File: src/rtl/grid_pkg.sv
// Shared grid definitions: dimensions, cell codes, map colours and renderer states.
package grid_pkg;
  localparam int GRID_W = 40;
  localparam int GRID_H = 30;

  localparam logic [2:0] CELL_AIR   = 3'd0;
  localparam logic [2:0] CELL_WALL  = 3'd1;
  localparam logic [2:0] CELL_ENEMY = 3'd4;

  localparam logic [2:0] COL_BLACK  = 3'b000;
  localparam logic [2:0] COL_WHITE  = 3'b111;
  localparam logic [2:0] COL_BLUE   = 3'b001;
  localparam logic [2:0] COL_GREEN  = 3'b010;
  localparam logic [2:0] COL_RED    = 3'b100;
  localparam logic [2:0] COL_YELLOW = 3'b110;

  typedef enum logic [2:0] {
    S_WAIT,
    S_INIT,
    S_FETCH,
    S_PLOT,
    S_NEXT,
    S_DONE
  } rstate_t;
endpackage

File: src/rtl/grid_renderer_if.sv
// Renderer-facing bundle: frame handshake, grid read port and VGA pixel port.
interface grid_renderer_if;
  logic       start;
  logic       done;
  logic [5:0] grid_x;
  logic [4:0] grid_y;
  logic [2:0] grid_out;
  logic [7:0] vga_x;
  logic [6:0] vga_y;
  logic [2:0] vga_colour;
  logic       vga_plot;

  modport master (
    input  start, grid_out,
    output done, grid_x, grid_y, vga_x, vga_y, vga_colour, vga_plot
  );

  modport slave (
    output start, grid_out,
    input  done, grid_x, grid_y, vga_x, vga_y, vga_colour, vga_plot
  );
endinterface

File: src/rtl/grid_cell_colour.sv
// Cell code to map colour; shared with the first-person renderer.
module grid_cell_colour
  import grid_pkg::*;
(
  input  logic [2:0] code,
  output logic [2:0] colour
);
  always_comb begin
    colour = COL_YELLOW;
    case (code)
      CELL_AIR:   colour = COL_BLACK;
      CELL_WALL:  colour = COL_WHITE;
      3'd2:       colour = COL_BLUE;
      3'd3:       colour = COL_GREEN;
      CELL_ENEMY: colour = COL_RED;
      default:    colour = COL_YELLOW;
    endcase
  end
endmodule

File: src/rtl/grid_renderer_datapath.sv
// Cell/pixel counters, latched cell colour and pixel address generation.
module grid_renderer_datapath
  import grid_pkg::*;
#(
  parameter int CELL_SIZE = 4,
  parameter int GW        = GRID_W,
  parameter int GH        = GRID_H
) (
  input  logic       clock,
  input  logic       reset,
  input  rstate_t    state,
  input  logic [2:0] cell_colour,
  output logic [5:0] cell_x,
  output logic [4:0] cell_y,
  output logic [2:0] colour,
  output logic       last_pix,
  output logic       last_cell,
  output logic [7:0] vga_x,
  output logic [6:0] vga_y
);
  logic [5:0] cell_x_q, cell_x_d;
  logic [4:0] cell_y_q, cell_y_d;
  logic [3:0] pix_q, pix_d;
  logic [2:0] colour_q, colour_d;

  always_ff @(posedge clock or posedge reset) begin
    if (reset) begin
      cell_x_q <= '0;
      cell_y_q <= '0;
      pix_q    <= '0;
      colour_q <= '0;
    end else begin
      cell_x_q <= cell_x_d;
      cell_y_q <= cell_y_d;
      pix_q    <= pix_d;
      colour_q <= colour_d;
    end
  end

  assign last_pix  = (pix_q == 4'd15);
  assign last_cell = (cell_x_q == 6'(GW - 1)) && (cell_y_q == 5'(GH - 1));

  always_comb begin
    cell_x_d = cell_x_q;
    cell_y_d = cell_y_q;
    pix_d    = pix_q;
    colour_d = colour_q;
    case (state)
      S_INIT: begin
        cell_x_d = '0;
        cell_y_d = '0;
        pix_d    = '0;
      end
      S_FETCH: colour_d = cell_colour;
      S_PLOT:  if (!last_pix) pix_d = pix_q + 4'd1;
      S_NEXT: begin
        if (!last_cell) begin
          pix_d = '0;
          // Row-major scan: column wrap carries into the row counter.
          if (cell_x_q == 6'(GW - 1)) begin
            cell_x_d = '0;
            cell_y_d = cell_y_q + 5'd1;
          end else begin
            cell_x_d = cell_x_q + 6'd1;
          end
        end
      end
      default: ;
    endcase
  end

  assign cell_x = cell_x_q;
  assign cell_y = cell_y_q;
  assign colour = colour_q;
  assign vga_x  = 8'(cell_x_q) * 8'(CELL_SIZE) + 8'(pix_q[1:0]);
  assign vga_y  = 7'(cell_y_q) * 7'(CELL_SIZE) + 7'(pix_q[3:2]);
endmodule

File: src/rtl/grid_renderer_fsm.sv
// Frame sequencer: WAIT -> INIT -> (FETCH, PLOT x16, NEXT) per cell -> DONE.
module grid_renderer_fsm
  import grid_pkg::*;
(
  input  logic    clock,
  input  logic    reset,
  input  logic    start,
  input  logic    last_pix,
  input  logic    last_cell,
  output rstate_t state
);
  rstate_t state_q, state_d;

  always_ff @(posedge clock or posedge reset) begin
    if (reset) state_q <= S_WAIT;
    else       state_q <= state_d;
  end

  always_comb begin
    state_d = state_q;
    unique case (state_q)
      S_WAIT:  if (start) state_d = S_INIT;
      S_INIT:  state_d = S_FETCH;
      S_FETCH: state_d = S_PLOT;
      S_PLOT:  if (last_pix) state_d = S_NEXT;
      S_NEXT:  state_d = last_cell ? S_DONE : S_FETCH;
      S_DONE:  state_d = S_WAIT;
      default: state_d = S_WAIT;
    endcase
  end

  assign state = state_q;
endmodule

File: src/rtl/grid_renderer.sv
// Overhead map renderer: one 4x4 VGA block per grid cell, read-only on the grid.
module grid_renderer
  import grid_pkg::*;
#(
  parameter int CELL_SIZE = 4,
  parameter int GRID_W    = grid_pkg::GRID_W,
  parameter int GRID_H    = grid_pkg::GRID_H
) (
  input logic             clock,
  input logic             reset,
  grid_renderer_if.master bus
);
  rstate_t    state;
  logic [5:0] cell_x;
  logic [4:0] cell_y;
  logic [2:0] cell_colour;
  logic [2:0] colour;
  logic       last_pix;
  logic       last_cell;

  grid_cell_colour u_colour (
    .code   (bus.grid_out),
    .colour (cell_colour)
  );

  grid_renderer_fsm u_fsm (
    .clock     (clock),
    .reset     (reset),
    .start     (bus.start),
    .last_pix  (last_pix),
    .last_cell (last_cell),
    .state     (state)
  );

  grid_renderer_datapath #(
    .CELL_SIZE (CELL_SIZE),
    .GW        (GRID_W),
    .GH        (GRID_H)
  ) u_dp (
    .clock       (clock),
    .reset       (reset),
    .state       (state),
    .cell_colour (cell_colour),
    .cell_x      (cell_x),
    .cell_y      (cell_y),
    .colour      (colour),
    .last_pix    (last_pix),
    .last_cell   (last_cell),
    .vga_x       (bus.vga_x),
    .vga_y       (bus.vga_y)
  );

  assign bus.grid_x     = cell_x;
  assign bus.grid_y     = cell_y;
  assign bus.vga_colour = colour;
  assign bus.vga_plot   = (state == S_PLOT);
  assign bus.done       = (state == S_DONE);
endmodule

File: src/flat_wrapper.sv
// flat-port wrapper written by rule: the top's interface ports become plain ports
module grid_renderer_flat import grid_pkg::*;
#(
  parameter int CELL_SIZE = 4,
  parameter int GRID_W    = grid_pkg::GRID_W,
  parameter int GRID_H    = grid_pkg::GRID_H
)
  (clock, reset, bus_start, bus_grid_out, bus_done, bus_grid_x, bus_grid_y, bus_vga_x, bus_vga_y, bus_vga_colour, bus_vga_plot);
  grid_renderer_if bus_i ();
  input logic clock;
  input logic reset;
  input wire logic [$bits(bus_i.start)-1:0] bus_start;
  input wire logic [$bits(bus_i.grid_out)-1:0] bus_grid_out;
  output wire logic [$bits(bus_i.done)-1:0] bus_done;
  output wire logic [$bits(bus_i.grid_x)-1:0] bus_grid_x;
  output wire logic [$bits(bus_i.grid_y)-1:0] bus_grid_y;
  output wire logic [$bits(bus_i.vga_x)-1:0] bus_vga_x;
  output wire logic [$bits(bus_i.vga_y)-1:0] bus_vga_y;
  output wire logic [$bits(bus_i.vga_colour)-1:0] bus_vga_colour;
  output wire logic [$bits(bus_i.vga_plot)-1:0] bus_vga_plot;
  assign bus_i.start = bus_start;
  assign bus_i.grid_out = bus_grid_out;
  assign bus_done = bus_i.done;
  assign bus_grid_x = bus_i.grid_x;
  assign bus_grid_y = bus_i.grid_y;
  assign bus_vga_x = bus_i.vga_x;
  assign bus_vga_y = bus_i.vga_y;
  assign bus_vga_colour = bus_i.vga_colour;
  assign bus_vga_plot = bus_i.vga_plot;
  grid_renderer #(.CELL_SIZE(CELL_SIZE), .GRID_W(GRID_W), .GRID_H(GRID_H)) u_core (.clock(clock), .reset(reset), .bus(bus_i));
endmodule
File: config.mk
export PLATFORM = sky130hd
export DESIGN_NAME = grid_renderer_flat
export DESIGN_NICKNAME = d
export VERILOG_FILES = /design/src/rtl/grid_pkg.sv /design/src/rtl/grid_renderer_if.sv /design/src/rtl/grid_cell_colour.sv /design/src/rtl/grid_renderer_datapath.sv /design/src/rtl/grid_renderer_fsm.sv /design/src/rtl/grid_renderer.sv /design/src/flat_wrapper.sv
export SDC_FILE = /design/constraint.sdc
export NUM_CORES = 1
export LEC_CHECK = 0
export BUFFER_PORTS_ARGS = -buffer_cell sky130_fd_sc_hd__buf_4
export CELL_PAD_IN_SITES_DETAIL_PLACEMENT = 1
export CELL_PAD_IN_SITES_GLOBAL_PLACEMENT = 2
export CORE_AREA = 2 2 71 73
export CTS_CLUSTER_SIZE = 28
export DETAILED_ROUTE_END_ITERATION = 10
export DIE_AREA = 0 0 73 75
export PLACE_DENSITY_LB_ADDON = 0.1
export RECOVER_POWER = 100
export SETUP_SLACK_MARGIN = 0.3
export SLEW_MARGIN = 30
export SYNTH_ARGS = -nofsm -noshare
export SYNTH_HDL_FRONTEND = slang
export SYNTH_SLANG_ARGS = --single-unit
File: constraint.sdc
create_clock -name clock -period 1.74 [get_ports clock]
set_clock_uncertainty 0.05 [all_clocks]
set_input_delay 0.435 -clock clock [delete_from_list [all_inputs] [get_ports clock]]
set_output_delay 0.435 -clock clock [all_outputs]
set_load 0.05 [all_outputs]
==> results of run 1 <==
[per-stage QoR]
| step | hold WS (ns) | cells | setup slack (ns) |
|---|---|---|---|
| floorplan | 0.361 | 131 | -0.100 |
| global placement | 0.448 | 229 | 0.0612 |
| detailed placement | 0.456 | 229 | 0.0243 |
| CTS | 0.166 | 252 | 0.0130 |
| global route | 0.435 | 267 | -0.0659 |
| finish | 0.416 | 267 | -0.0406 |
[layout by cell type (no fill, tap or decap), types with 3 or more instances in the layout]
cell type  synthesis  routed
buf_8              0      14
buf_4             11      45
a21oi_1            8       7
inv_1              6       4
nand4_1            6       6
nand2_1           13       6
dfrtp_1           21       7
ha_4               0       3
clkbuf_1           1       3
nor2_1            15      14
xor2_1             4       4
clkbuf_2           0       6
buf_6              0      22
dfrtp_2            0      14
o21ai_1            0       3
clkbuf_8           0       3
o21ai_0            8       5
nand2_2            0       6
[cells in the mapped netlist]
| cell type | count | area [um^2] |
|---|---|---|
| inv_1 | 6 | 22.5 |
| o221ai_1 | 1 | 8.76 |
| o32ai_1 | 2 | 17.5 |
| nand2b_1 | 2 | 12.5 |
| a31oi_1 | 1 | 6.26 |
| ha_1 | 4 | 50.1 |
| clkbuf_1 | 1 | 3.75 |
| and3_1 | 2 | 12.5 |
| a211oi_1 | 1 | 7.51 |
| or2_1 | 1 | 6.26 |
| buf_4 | 11 | 82.6 |
| a21oi_1 | 8 | 40.0 |
| xnor2_1 | 2 | 17.5 |
| mux2_1 | 2 | 22.5 |
| and4_1 | 1 | 8.76 |
| and3b_1 | 1 | 8.76 |
| nor3b_2 | 2 | 25.0 |
| nor3b_1 | 1 | 7.51 |
| mux2i_1 | 1 | 10.0 |
| nand2_1 | 13 | 48.8 |
| nand3_1 | 4 | 20.0 |
| and4bb_2 | 1 | 12.5 |
| a22oi_1 | 1 | 7.51 |
| xor2_1 | 4 | 35.0 |
| nor2_1 | 15 | 56.3 |
| a22o_1 | 2 | 17.5 |
| o21ai_0 | 8 | 40.0 |
| nand4_1 | 6 | 37.5 |
| a41o_2 | 1 | 11.3 |
| nor2b_1 | 2 | 12.5 |
| o211ai_1 | 1 | 7.51 |
| mux2_2 | 2 | 22.5 |
| dfrtp_1 | 21 | 526 |
[cells by family after synthesis]
group | share of synthesized area
flip-flops | 0.429
AND/OR/NAND/NOR | 0.220
buffers and inverters | 0.0889
XOR/XNOR | 0.0429
adder cells (fa/ha/maj) | 0.0409
AO/OA/AOI/OAI | 0.134
multiplexers | 0.0449
[path summary, 6_finish.rpt]
check,from,to,slack [ns],cells after the start
worst max-delay path,u_core.u_fsm.state[0],u_core.u_fsm.state[0],-0.04,6
worst min-delay path,bus_grid_out[2],u_core.u_dp.colour[2],0.42,3
worst max register to register,u_core.u_fsm.state[0],u_core.u_fsm.state[0],-0.04,6
worst min register to register,u_core.u_dp.colour[0],u_core.u_dp.colour[0],0.48,1
max in group asynchronous,reset,u_core.u_dp.cell_x[1],0.26,3
min in group asynchronous,reset,u_core.u_dp.colour[0],0.54,3
[cell type report]
class                      count  share of cell area
multi-input combinational     92               0.347
clock buffer                   4              0.0193
inverter                       6              0.0113
sequential                    21               0.233
tap                           54              0.0290
timing repair buffer          90               0.361
[worst reg2reg max path: cells and delay by family (launching register included)]
family                 cells  cell delay (ns)
AO/OA/AOI/OAI              1             0.33
AND/OR/NAND/NOR            2             0.42
buffers and inverters      3             0.47
flip-flops                 1             0.41
[what timing repair did]
item | 4_1_cts | 5_1_grt
setup buffers | 19 | 15
endpoints found under the setup margin | 25 | 41
endpoints found under the hold margin | 0 | 0
resized for setup | 34 | 47
pin swaps | 16 | 14
[per-layer routing]
| layer | vias up | part of all wire |
|---|---|---|
| met4 | 0 | 0.014 |
| met2 | 25 | 0.54 |
| met3 | 6 | 0.027 |
| met5 | - | 0 |
| met1 | 637 | 0.41 |
| li1 | 616 | - |
[sequential cells by signal, summed over array words and instances, names as in the netlist]
name / count
u_core.u_dp.colour: 3
u_core.u_dp.cell_y: 5
u_core.u_dp.pix_q: 4
u_core.u_dp.cell_x: 6
u_core.u_fsm.state: 3
[power by group through the flow]
stage | Clock, mW | Sequential, mW | Combinational (mW)
CTS | 0.341 | 0.495 | 0.0594
global route | 0.378 | 0.496 | 0.0590
global placement | 0 | 0.504 | 0.0577
floorplan | 0 | 0.521 | 0.0158
detailed placement | 0 | 0.504 | 0.0594
finish | 0.335 | 0.495 | 0.0538
==> flow_summary.ini, run 1 <==
[placed_design]
dp.final_hpwl_um = 2620
place.gp.congestion = 0.733
place_area_um2 = 1730
portBuffers = 36

[sta]
fin_crit_sh = 1.02
rsz0062_at_grt = yes
min_period_ns = 1.78
fmax_mhz = 562
tns_ns = -0.0406
worst_pin_slew_ns = 1.28
slew_headroom = 0.147
finalSetupViolCount = 1
slew_viol_final = 0
setup_slack_ns = -0.0406
final-hold-violation-count = 0

[routing]
drc = 0
vias_per_cell = 4.81
wl_per_cell_um = 15.2
num_vias = 1284
routed_wl_um = 4050
drt_iter0_drc = 33
firstDrtPassIters = 4
final_antenna_net_count = 0

[setup_path]
critPathKind = reg2reg
worst-path-buf-inv = 3
cp-start-kind = flop
critPathMaxStageDelay_ns = 0.41
cp_common_cell = buf_4
critPathSlowestCell = dfrtp_1
crit_path_end_kind = flop
worstPathCellList = buf_4, nand2b_4, or2_4, buf_4, buf_4, o32ai_1
cpLargestDelayFamily = buffers and inverters
cp.required_ns = 1.84
crit_fanout = 4
worstPathArrival_ns = 1.88

[cells_and_area]
regArea_um2 = 543
layout-drive-gt1-share = 0.667
nNetsFinal = 224
multi_input_area_um2 = 808
nFillCells = 505
antenna_cells = 0
fin_util = 0.500
area_growth_pct = 90.3
design_area_um2 = 2330

[die]
dieArea_um2 = 5480
core_area_um2 = 4660
die_w_um = 73
start_util = 0.263
die_y_um = 75
io_pins = 37
placementRows = 25

[pwr]
p_clk_frac = 0.379
power.density_nw_per_um2 = 379
ir_drop_mv = 0.302
intPower_mw = 0.672
combPwrFrac = 0.061
seqPwrFrac = 0.560
p_sw_mw = 0.211
power_mw = 0.883
swShare = 0.239
leakage_nw = 1.10

[global_route]
track_usage = 0.146
grt_use_met2 = 0.266
grt_start_max_net_pins = 22
grt-busiest-layer = met2
first_global_vias = 1325
grt_use_met1 = 0.174
globalRouteOverflowTotal = 0
grtUsageMet3 = 0.0201
antenna_found_initial = 0
grt_pass1_wl_um = 6130

[logic_synthesis]
synth_area_um2 = 1220
avgSynthCellArea_um2 = 9.35
synth.ff_latch_count = 21
syn-num-nets = 141
yosysSeqAreaShare = 0.429
yosysUniqueCellTypes = 33
yosysWarningCount = 0
syn_inst = 131

[clocking]
clk_latency_ns = 0.26
hold_buffers = 0
cts_sinks = 21
cts_made_buffers = 3
cts_max_path_buffers = 2
clk_pin_slew_worst_paths_ns = 0.08
tritoncts = yes
clock-root-buffer = clkbuf_8
h-tree-depth = 1

[outcome]
violations = negative setup slack
outcome = finished with violations

[run]
maxCapViolations = 0

[worst_hold_path]
hold_class = in2reg
No activity file was read; power rests on OpenSTA's default activity.
==> run 2: changes to the inputs <==
- BUFFER_PORTS_ARGS: -buffer_cell sky130_fd_sc_hd__buf_4 -> unset
- CORE_AREA: 2 2 71 73 -> 2 2 64 66
- DIE_AREA: 0 0 73 75 -> 0 0 66 68
- DONT_BUFFER_PORTS: unset -> 1
==> run 2 against run 1 <==
Effect of this change:
- the flow now finishes without violations
- non-clock buffer count fell by 37
- final area fell by 22%
- wire length down 13%
- hold slack worse by 0.090 ns
- critical endpoint is now u_core.u_dp.cell_x[5]
==> flow_summary.ini, run 2 (same netlist as run 1, synthesis figures left out) <==
[die]
dieArea_um2 = 4490
io_pins = 37
die_y_um = 68
core_area_um2 = 3860
placementRows = 23
die_w_um = 66
start_util = 0.318

[cells_and_area]
area_growth_pct = 48.9
nNetsFinal = 187
largest_register_ffs = 6
final_common_cell = buf_4
antenna_cells = 0
fin_cells = 226
final_cell_mix = buf_4 (30), nor2_1 (15), dfrtp_2 (13), buf_6 (11), nand2_1 (9)
layout-drive-gt1-share = 0.557

[run]
maxCapViolations = 0

[setup_path]
critPathKind = reg2reg
worstPathArrival_ns = 1.82
crit_fanout = 4
cp-start-kind = flop
crit_path_end_kind = flop
cp.required_ns = 1.83

[clocking]
cts_sinks = 21
cts_made_buffers = 3
hold_buffers = 0
cts_max_path_buffers = 2
h-tree-depth = 1
clock-root-buffer = clkbuf_8
clk_latency_ns = 0.26
tritoncts = yes
clk_pin_slew_worst_paths_ns = 0.08

[routing]
vias_per_cell = 5.02
firstDrtPassIters = 4
drt_iter0_drc = 33
num_vias = 1134
routed_wl_um = 3540
wirelength_met1_um = 1520
met2WireLength_um = 1870
wl_met3_um = 123
drc = 0
top_layer = met4
wl_per_cell_um = 15.7
final_antenna_net_count = 0

[placed_design]
place.gp.congestion = 0.699
dp.final_hpwl_um = 2410
dpl.cell_count = 197
portBuffers = 0

[global_route]
grt_pass1_wl_um = 5800
track_usage = 0.170
antenna_found_initial = 0
first_global_vias = 1212
globalRouteOverflowTotal = 0
grt_start_max_net_pins = 22

[sta]
slew_viol_final = 0
min_period_ns = 1.73
fin_crit_sh = 0.993
finalSetupViolCount = 0
final-hold-violation-count = 0
worst_pin_slew_ns = 1.17
fmax_mhz = 579
whs_ns = 0.326
slew_headroom = 0.221
rsz0062_at_grt = yes

[pwr]
power.density_nw_per_um2 = 470
ir_drop_mv = 0.273
leakage_nw = 0.860

[outcome]
outcome = finished clean

[worst_hold_path]
hold_class = in2reg
run 2: changes by cell type in the layout (fill, tap and decap cells not counted), moves of 2 or more:
cell | before | now
nand2b_4 | 2 | 0
nand2b_1 | 0 | 2
clkbuf_1 | 3 | 1
buf_6 | 22 | 11
buf_4 | 45 | 30
nand2_2 | 6 | 4
buf_8 | 14 | 0
nand2_1 | 6 | 9
clkbuf_4 | 1 | 4
run 2: area by class of cell:
class                      instances  area, um^2
sequential                        21         542
clock inverter                     1        5.00
tap                               50        62.6
multi-input combinational         92         729
clock buffer                       3        41.3
timing repair buffer              53         418
inverter                           6        26.3
fill                             449        2030
run 2: repair_timing:
action | CTS | global route
resized for setup | 19 | 19
endpoints found under the hold margin | 0 | 0
cloned | 0 | 0
buffers inserted | 17 | 8
endpoints found under the setup margin | 30 | 41
pin swaps | 15 | 12
run 2: worst paths after layout:
path | start | endpoint | slack (ns) | cells after the start
worst max-delay path | u_core.u_dp.cell_x[1] | u_core.u_dp.cell_x[5] | 0.01 | 6
worst min-delay path | bus_grid_out[0] | u_core.u_dp.colour[1] | 0.33 | 2
worst max register to register | u_core.u_dp.cell_x[1] | u_core.u_dp.cell_x[5] | 0.01 | 6
worst min register to register | u_core.u_dp.cell_y[2] | u_core.u_dp.cell_y[2] | 0.56 | 2
max in group asynchronous | reset | u_core.u_dp.cell_x[0] | 0.48 | 2
min in group asynchronous | reset | u_core.u_dp.colour[0] | 0.38 | 2
run 2: metrics by stage:
step / TNS, ns / utilization / setup slack (ns) / power, mW / instance area [um^2]
floorplan: -0.205 / - / -0.100 / 0.537 / 1340
global placement: 0 / 0.392 / 0.0482 / 0.544 / 1510
detailed placement: 0 / 0.392 / 0.00301 / 0.545 / 1510
CTS: 0 / 0.457 / 0.0112 / 0.872 / 1760
global route: -0.327 / 0.473 / -0.0980 / 0.894 / 1820
finish: 0 / 0.473 / 0.0121 / 0.858 / 1820
run 2: critical path, stage by stage (launching register included):
cell      delay, ns
dfrtp_2        0.44
ha_4           0.17
and4bb_2       0.26
nand4_1        0.10
and3_4         0.21
nand3_2        0.08
mux2_4         0.32
run 2: routing by layer:
layer,vias to the layer above,track usage
li1,548,-
met1,557,0.210
met2,27,0.313
met3,2,0.0313
met4,0,0.0306
met5,-,0
run 2: power by group:
group          internal, mW  switching, mW  total [mW]
combinational       0.00640         0.0139      0.0203
clock                 0.159          0.166       0.326
sequential            0.492         0.0204       0.512
total                 0.657          0.201       0.858
